**src/rtl/hsk_uart_pkg.sv**
```systemverilog
// Shared constants and increment calculation for the housekeeping UART baud-rate generator.
// The calculation function is shared with the software-header generator.
package hsk_uart_pkg;

    localparam int HSK_BRG_ACC_WIDTH   = 9;
    localparam int HSK_BRG_DEFAULT_INC = 41;

    // Rounded increment: baud * oversample * 2^acc_width / f_clk.
    function automatic int unsigned hsk_brg_calc_inc(
        input longint unsigned f_clk_hz,
        input longint unsigned baud,
        input int unsigned     oversample,
        input int unsigned     acc_width
    );
        longint unsigned num;
        num = baud * longint'(oversample) * (64'd1 << acc_width);
        return 32'((num + (f_clk_hz / 2)) / f_clk_hz);
    endfunction

endpackage

```
**src/rtl/hsk_brg_accum.sv**
```systemverilog
// Fractional phase accumulator: the top bit holds the registered carry of the last addition.
// The carry is cleared on every addition, so it is high for at most one enabled cycle per wrap.
module hsk_brg_accum
    import hsk_uart_pkg::*;
#(
    parameter int ACC_WIDTH = HSK_BRG_ACC_WIDTH,
    parameter int INC_WIDTH = 9
) (
    input  logic                 clk,
    input  logic                 resetn,
    input  logic                 en,
    input  logic                 clr,
    input  logic [INC_WIDTH-1:0] inc,
    output logic                 carry
);

    localparam int SUM_W = ACC_WIDTH + 1;

    logic [ACC_WIDTH:0] acc_q;
    logic [ACC_WIDTH:0] acc_d;

    always_comb begin
        acc_d = acc_q;
        if (clr) begin
            acc_d = '0;
        end else if (en) begin
            acc_d = {1'b0, acc_q[ACC_WIDTH-1:0]} + SUM_W'(inc);
        end
    end

    always_ff @(posedge clk or negedge resetn) begin
        if (!resetn) begin
            acc_q <= '0;
        end else begin
            acc_q <= acc_d;
        end
    end

    assign carry = acc_q[ACC_WIDTH];

endmodule

```
**src/rtl/hsk_uart_frac_brg.sv**
```systemverilog
// Fractional-N baud-rate generator: oversample tick, bit tick and phase index, with an
// increment register that only changes at a bit boundary, while held, or on restart.
module hsk_uart_frac_brg
    import hsk_uart_pkg::*;
#(
    parameter int ACC_WIDTH   = HSK_BRG_ACC_WIDTH,
    parameter int INC_WIDTH   = 9,
    parameter int DEFAULT_INC = HSK_BRG_DEFAULT_INC,
    parameter int OVERSAMPLE  = 16
) (
    input  logic                          clk,
    input  logic                          resetn,
    input  logic                          enable,
    input  logic                          restart,
    input  logic                          inc_wr,
    input  logic [INC_WIDTH-1:0]          inc_in,
    output logic [INC_WIDTH-1:0]          inc_active,
    output logic                          inc_pending,
    output logic                          en_os_baud,
    output logic                          en_baud,
    output logic [$clog2(OVERSAMPLE)-1:0] os_phase
);

    localparam int              OS_W    = $clog2(OVERSAMPLE);
    localparam logic [OS_W-1:0] OS_LAST = OS_W'(OVERSAMPLE - 1);

    logic [INC_WIDTH-1:0] inc_active_q, inc_active_d;
    logic [INC_WIDTH-1:0] inc_pend_q, inc_pend_d;
    logic                 pending_q, pending_d;
    logic [OS_W-1:0]      os_cnt_q, os_cnt_d;
    logic                 carry;
    logic                 os_tick;
    logic                 bit_tick;
    logic                 apply;

    hsk_brg_accum #(
        .ACC_WIDTH (ACC_WIDTH),
        .INC_WIDTH (INC_WIDTH)
    ) u_accum (
        .clk    (clk),
        .resetn (resetn),
        .en     (enable),
        .clr    (restart),
        .inc    (inc_active_q),
        .carry  (carry)
    );

    always_comb begin
        // Ticks are masked while held or restarting so downstream cores never see a stale carry.
        os_tick  = carry & enable & ~restart;
        bit_tick = os_tick & (os_cnt_q == OS_LAST);
        apply    = bit_tick | ~enable | restart;

        os_cnt_d = os_cnt_q;
        if (restart) begin
            os_cnt_d = '0;
        end else if (os_tick) begin
            os_cnt_d = (os_cnt_q == OS_LAST) ? '0 : os_cnt_q + 1'b1;
        end

        inc_active_d = inc_active_q;
        inc_pend_d   = inc_pend_q;
        pending_d    = pending_q;
        // A write landing on an apply cycle bypasses the pending register.
        if (apply) begin
            pending_d = 1'b0;
            if (inc_wr) begin
                inc_active_d = inc_in;
            end else if (pending_q) begin
                inc_active_d = inc_pend_q;
            end
        end else if (inc_wr) begin
            inc_pend_d = inc_in;
            pending_d  = 1'b1;
        end
    end

    always_ff @(posedge clk or negedge resetn) begin
        if (!resetn) begin
            inc_active_q <= INC_WIDTH'(DEFAULT_INC);
            inc_pend_q   <= '0;
            pending_q    <= 1'b0;
            os_cnt_q     <= '0;
        end else begin
            inc_active_q <= inc_active_d;
            inc_pend_q   <= inc_pend_d;
            pending_q    <= pending_d;
            os_cnt_q     <= os_cnt_d;
        end
    end

    assign inc_active  = inc_active_q;
    assign inc_pending = pending_q;
    assign en_os_baud  = os_tick;
    assign en_baud     = bit_tick;
    assign os_phase    = os_cnt_q;

endmodule

```
**config.mk**
```make
export PLATFORM = sky130hd
export DESIGN_NAME = hsk_uart_frac_brg
export DESIGN_NICKNAME = d
export VERILOG_FILES = /design/src/rtl/hsk_uart_pkg.sv /design/src/rtl/hsk_brg_accum.sv /design/src/rtl/hsk_uart_frac_brg.sv
export SDC_FILE = /design/constraint.sdc
export NUM_CORES = 1
export LEC_CHECK = 0
export ABC_AREA = 1
export CORE_AREA = 2 2 66 68
export CTS_CLUSTER_SIZE = 12
export DETAILED_ROUTE_END_ITERATION = 16
export DIE_AREA = 0 0 68 70
export HOLD_SLACK_MARGIN = 0.02
export PLACE_DENSITY = 0.85
export SLEW_MARGIN = 10
export SYNTH_ARGS = -nofsm -noshare
export SYNTH_HDL_FRONTEND = slang
export SYNTH_SLANG_ARGS = --single-unit
```
**constraint.sdc**
```tcl
create_clock -name clk -period 1.5 [get_ports clk]
set_input_delay 0.3 -clock clk [delete_from_list [all_inputs] [get_ports clk]]
set_output_delay 0.3 -clock clk [all_outputs]
set_load 0.02 [all_outputs]
```
==> results.md <==
- Height of the die: 70 um
- Sequential fraction of the synthesis area: 43.8%
- Initial DRT Pass Iterations: 4
- Worst Max-Slew Pin Slew: 0.461 ns
- Via total after detailed routing: 1954
- Hold WC Path Type: in -> async
- Worst hold margin: 0.362 ns
- Unrepaired setup endpoints after global routing: true
- Sum of internal, switching and leakage power: 3160 uW
- Crit Path Category: reg -> reg
- Critical Path Sink Type: flop
- First-pass GRT wire length: 7.20 mm
- Die span in x: 68 um
- Detailed-route DRC error count: 0
- Unique masters post-synth: 26
- Int Pwr: 1950 uW
- Fraction of final layout cells sized beyond drive strength 1: 42.6%
- Layout Cell Area excl Fill: 0.00300 mm2
- Critical-path maximum fanout: 4
- Layout overhead on the synthesized area: 58.5%
- Remaining Overflow, GRT: 0
- Syn Area/Cell: 7.89 um2
- Port bufs: 29
- Outcome: finished with violations
- Main area contributors after synthesis: sky130_fd_sc_hd__dfrtp_1 40%, sky130_fd_sc_hd__nand2_1 17%, sky130_fd_sc_hd__ha_1 6.6%
- Max-Slew Margin vs Limit: 69.2%
- Power per cell area: 1050 mW/mm2
- Final hold violation count: 0
- Clk slew on worst S/H paths: 0.08 ns
- Endpoint arrival time on the critical path: 2.01 ns
- Overall fraction of global-route tracks in use: 19.9%
- Startpoint type of the worst setup path: flop
- TritonCTS clock tree: done
- Sequential fraction of design power: 36.8%
- Clock insertion delay at the later pin of the skew report: 0.30 ns
- Post-synth EDFFs: 0
- Most instantiated cells after synthesis: 86 x sky130_fd_sc_hd__nand2_1, 30 x sky130_fd_sc_hd__dfrtp_1, 27 x sky130_fd_sc_hd__inv_1, 16 x sky130_fd_sc_hd__nand3_1, 15 x sky130_fd_sc_hd__o21ai_0
- Core area: 0.00414 mm2
- Number of I/O pins: 30
- Starting Density: 45.7%
- Violated checks: negative setup slack
- Share of total power in the clock network: 22.2%
- Cell accounting for the most synthesized area: sky130_fd_sc_hd__dfrtp_1
- Post-Route WL: 5.99 mm
- Num rows: 24
- Required time worst endpoint: 1.74 ns
- Seq cells post-synth: 33
- Final worst-path cycle share: 118%
- Total standard cell area after synthesis: 0.00189 mm2
- Clock buffer depth: 2
- Gate power share: 41.0%
- Worst flop-to-flop path startpoint: inc_active[0]
- Via/cell ratio: 5.37
- Max cap viols: 0
- Dpl cell area: 0.00245 mm2
- Net switching power: 1210 uW
- Worst path cell trace: ha_4, inv_2, fa_2, inv_2, nand2_4, nand2_4, buf_4, a21oi_2, nand3b_1, nand2_1
- Clock tree root driver cell: sky130_fd_sc_hd__clkbuf_8
- Busiest metal layer after global routing: met2
- Met1 routing resource usage after global routing: 24.8%
- Synthesized Nets: 265
- Post-synthesis cell count: 240
- Met3 usage: 4.99%
- Proportion of netlist area held by the largest area contributor: 39.6%
- Initial antenna violation count: 0
- Average wire length per cell after detail routing: 16.5 um
- Worst Slack Setup Final: -0.269 ns
- GR met2 Demand/Resource: 32.7%
- Number of levels in the clock H-tree: 2
- Iteration-0 DRC Markers: 137
- Die Outline Area: 0.00476 mm2
- Final critical delay including setup and external delays: 1.77 ns
- Reg2Reg Capture Point: u_accum.acc_q[4]
- Worst Reg2Reg Path Length in Cells: 10
- Highest attainable clock frequency: 0.565 GHz
- Maximum number of pins on one net before global-route repair: 34
- Maximum single-stage delay on the critical path: 0.56 ns
- Switching power share of the total: 38.2%
- Number of antenna-violating nets in the routed design: 0
- Total count of max-transition violations in the final report: 0
- Via count of the first global-routing pass: 1638
- Largest voltage drop on the vdd net: 777 uV
- Most repeated cell in the gate-level netlist after synthesis: sky130_fd_sc_hd__nand2_1
- Weighted congestion at the end of routability-driven global placement: 0.848
- Leakage power total: 0.00149 uW
- Layout fillers: 277
- Number of warnings reported in the yosys synthesis log: 0
- Diode count: 0
- Clock sink count: 33
- Slowest library cell on the worst path: sky130_fd_sc_hd__dfstp_2
- Ys async rst share: 100%
- Num CTS Buffers: 5
- Final setup violation count: 21
- Number of nets in the layout: 336
- Top FF cell, synth: sky130_fd_sc_hd__dfrtp_1
- HPWL Detailed: 3.11 mm
- Flop2flop setup slack: -0.27 ns
- Post-Route Skew: 0.00675 ns
==> worst max path at each step <==
stage | start | endpoint | slack, ns | cells past startpoint
floorplan | inc_active[0] | u_accum.acc_q[6] | -0.19 | 11
global placement | enable | en_baud | -0.48 | 6
detailed placement | enable | en_baud | -0.51 | 6
CTS | inc_active[0] | u_accum.acc_q[6] | -0.23 | 11
global route | inc_active[0] | u_accum.acc_q[6] | -0.33 | 11
finish | inc_active[0] | u_accum.acc_q[4] | -0.27 | 10
==> power groups by stage <==
stage | Clock (uW) | Sequential, uW | Combinational (uW)
floorplan | 0 | 1170 | 530
global placement | 0 | 1120 | 872
detailed placement | 0 | 1130 | 909
CTS | 702 | 1120 | 952
global route | 740 | 1170 | 1390
finish | 700 | 1160 | 1290
==> cell usage in the layout, fill, tap and decap left out, types with 4 or more instances in the layout <==
master and count:
sky130_fd_sc_hd__nand2_1 56, sky130_fd_sc_hd__dfrtp_1 29, sky130_fd_sc_hd__buf_4 27, sky130_fd_sc_hd__inv_1 22
sky130_fd_sc_hd__nand2_2 17, sky130_fd_sc_hd__nand2_4 15, sky130_fd_sc_hd__o21ai_0 13, sky130_fd_sc_hd__nand3_1 13
sky130_fd_sc_hd__clkdlybuf4s50_1 13, sky130_fd_sc_hd__o21ai_2 11, sky130_fd_sc_hd__dlygate4sd2_1 10, sky130_fd_sc_hd__ha_4 9
sky130_fd_sc_hd__nor2_1 8, sky130_fd_sc_hd__inv_2 7, sky130_fd_sc_hd__clkbuf_8 5, sky130_fd_sc_hd__buf_6 5
sky130_fd_sc_hd__or2_2 4, sky130_fd_sc_hd__nand2_8 4, sky130_fd_sc_hd__o21ai_1 4
==> cell type report <==
| cell class | instances | area (um2) | area share, % |
|---|---|---|---|
| Multi-Input combinational cell | 178 | 1310 | 43.8 |
| Inverter | 29 | 109 | 3.63 |
| Timing Repair Buffer | 64 | 592 | 19.7 |
| Clock inverter | 3 | 22.5 | 0.750 |
| Tap cell | 52 | 65.1 | 2.17 |
| Clock buffer | 5 | 68.8 | 2.29 |
| Sequential cell | 33 | 831 | 27.7 |
==> metal layers <==
metal	up-vias	share of wire (%)
met2	63	54
met3	20	4.0
li1	912	-
met5	-	0
met4	0	3.4
met1	959	38
==> critical path: cells and delay by family (launching register included) <==
| kind | cells | cell delay, ns |
|---|---|---|
| flip-flops | 1 | 0.56 |
| AO/OA/AOI/OAI | 1 | 0.05 |
| adder cells (fa/ha/maj) | 2 | 0.47 |
| buffers and inverters | 3 | 0.26 |
| AND/OR/NAND/NOR | 4 | 0.39 |
==> registers in the layout, summed over array words and instances, names as in the netlist <==
register and flops:
inc_pending 1, inc_active 9, os_phase 4, u_accum.acc_q 10
inc_pend_q 9
==> what timing repair did <==
item | CTS | global route
cloned | 0 | 4
pin swaps | 6 | 15
hold endpoints to repair | 0 | 0
setup endpoints to repair | 25 | 29
resized for setup | 41 | 71
hold buffers | 0 | 0
setup buffers | 1 | 10
==> per-stage QoR <==
step                      util (%)  worst slack, ns  std cells  setup TNS [ns]
after detailed placement      59.2           -0.510        341           -8.27
after global placement        59.2           -0.478        341           -6.77
final                         72.4           -0.269        364           -1.70
after floorplan                  -           -0.187        240          -0.453
after global routing          72.4           -0.328        364           -3.31
after CTS                     62.4           -0.231        350          -0.754
==> cell families after synthesis <==
group | after synthesis | synth area share, %
AO/OA/AOI/OAI | 35 | 11.2
AND/OR/NAND/NOR | 127 | 29.3
flip-flops | 33 | 43.8
XOR/XNOR | 2 | 0.925
buffers and inverters | 32 | 7.13
adder cells (fa/ha/maj) | 11 | 7.66
(Power assumes the default switching activity.)
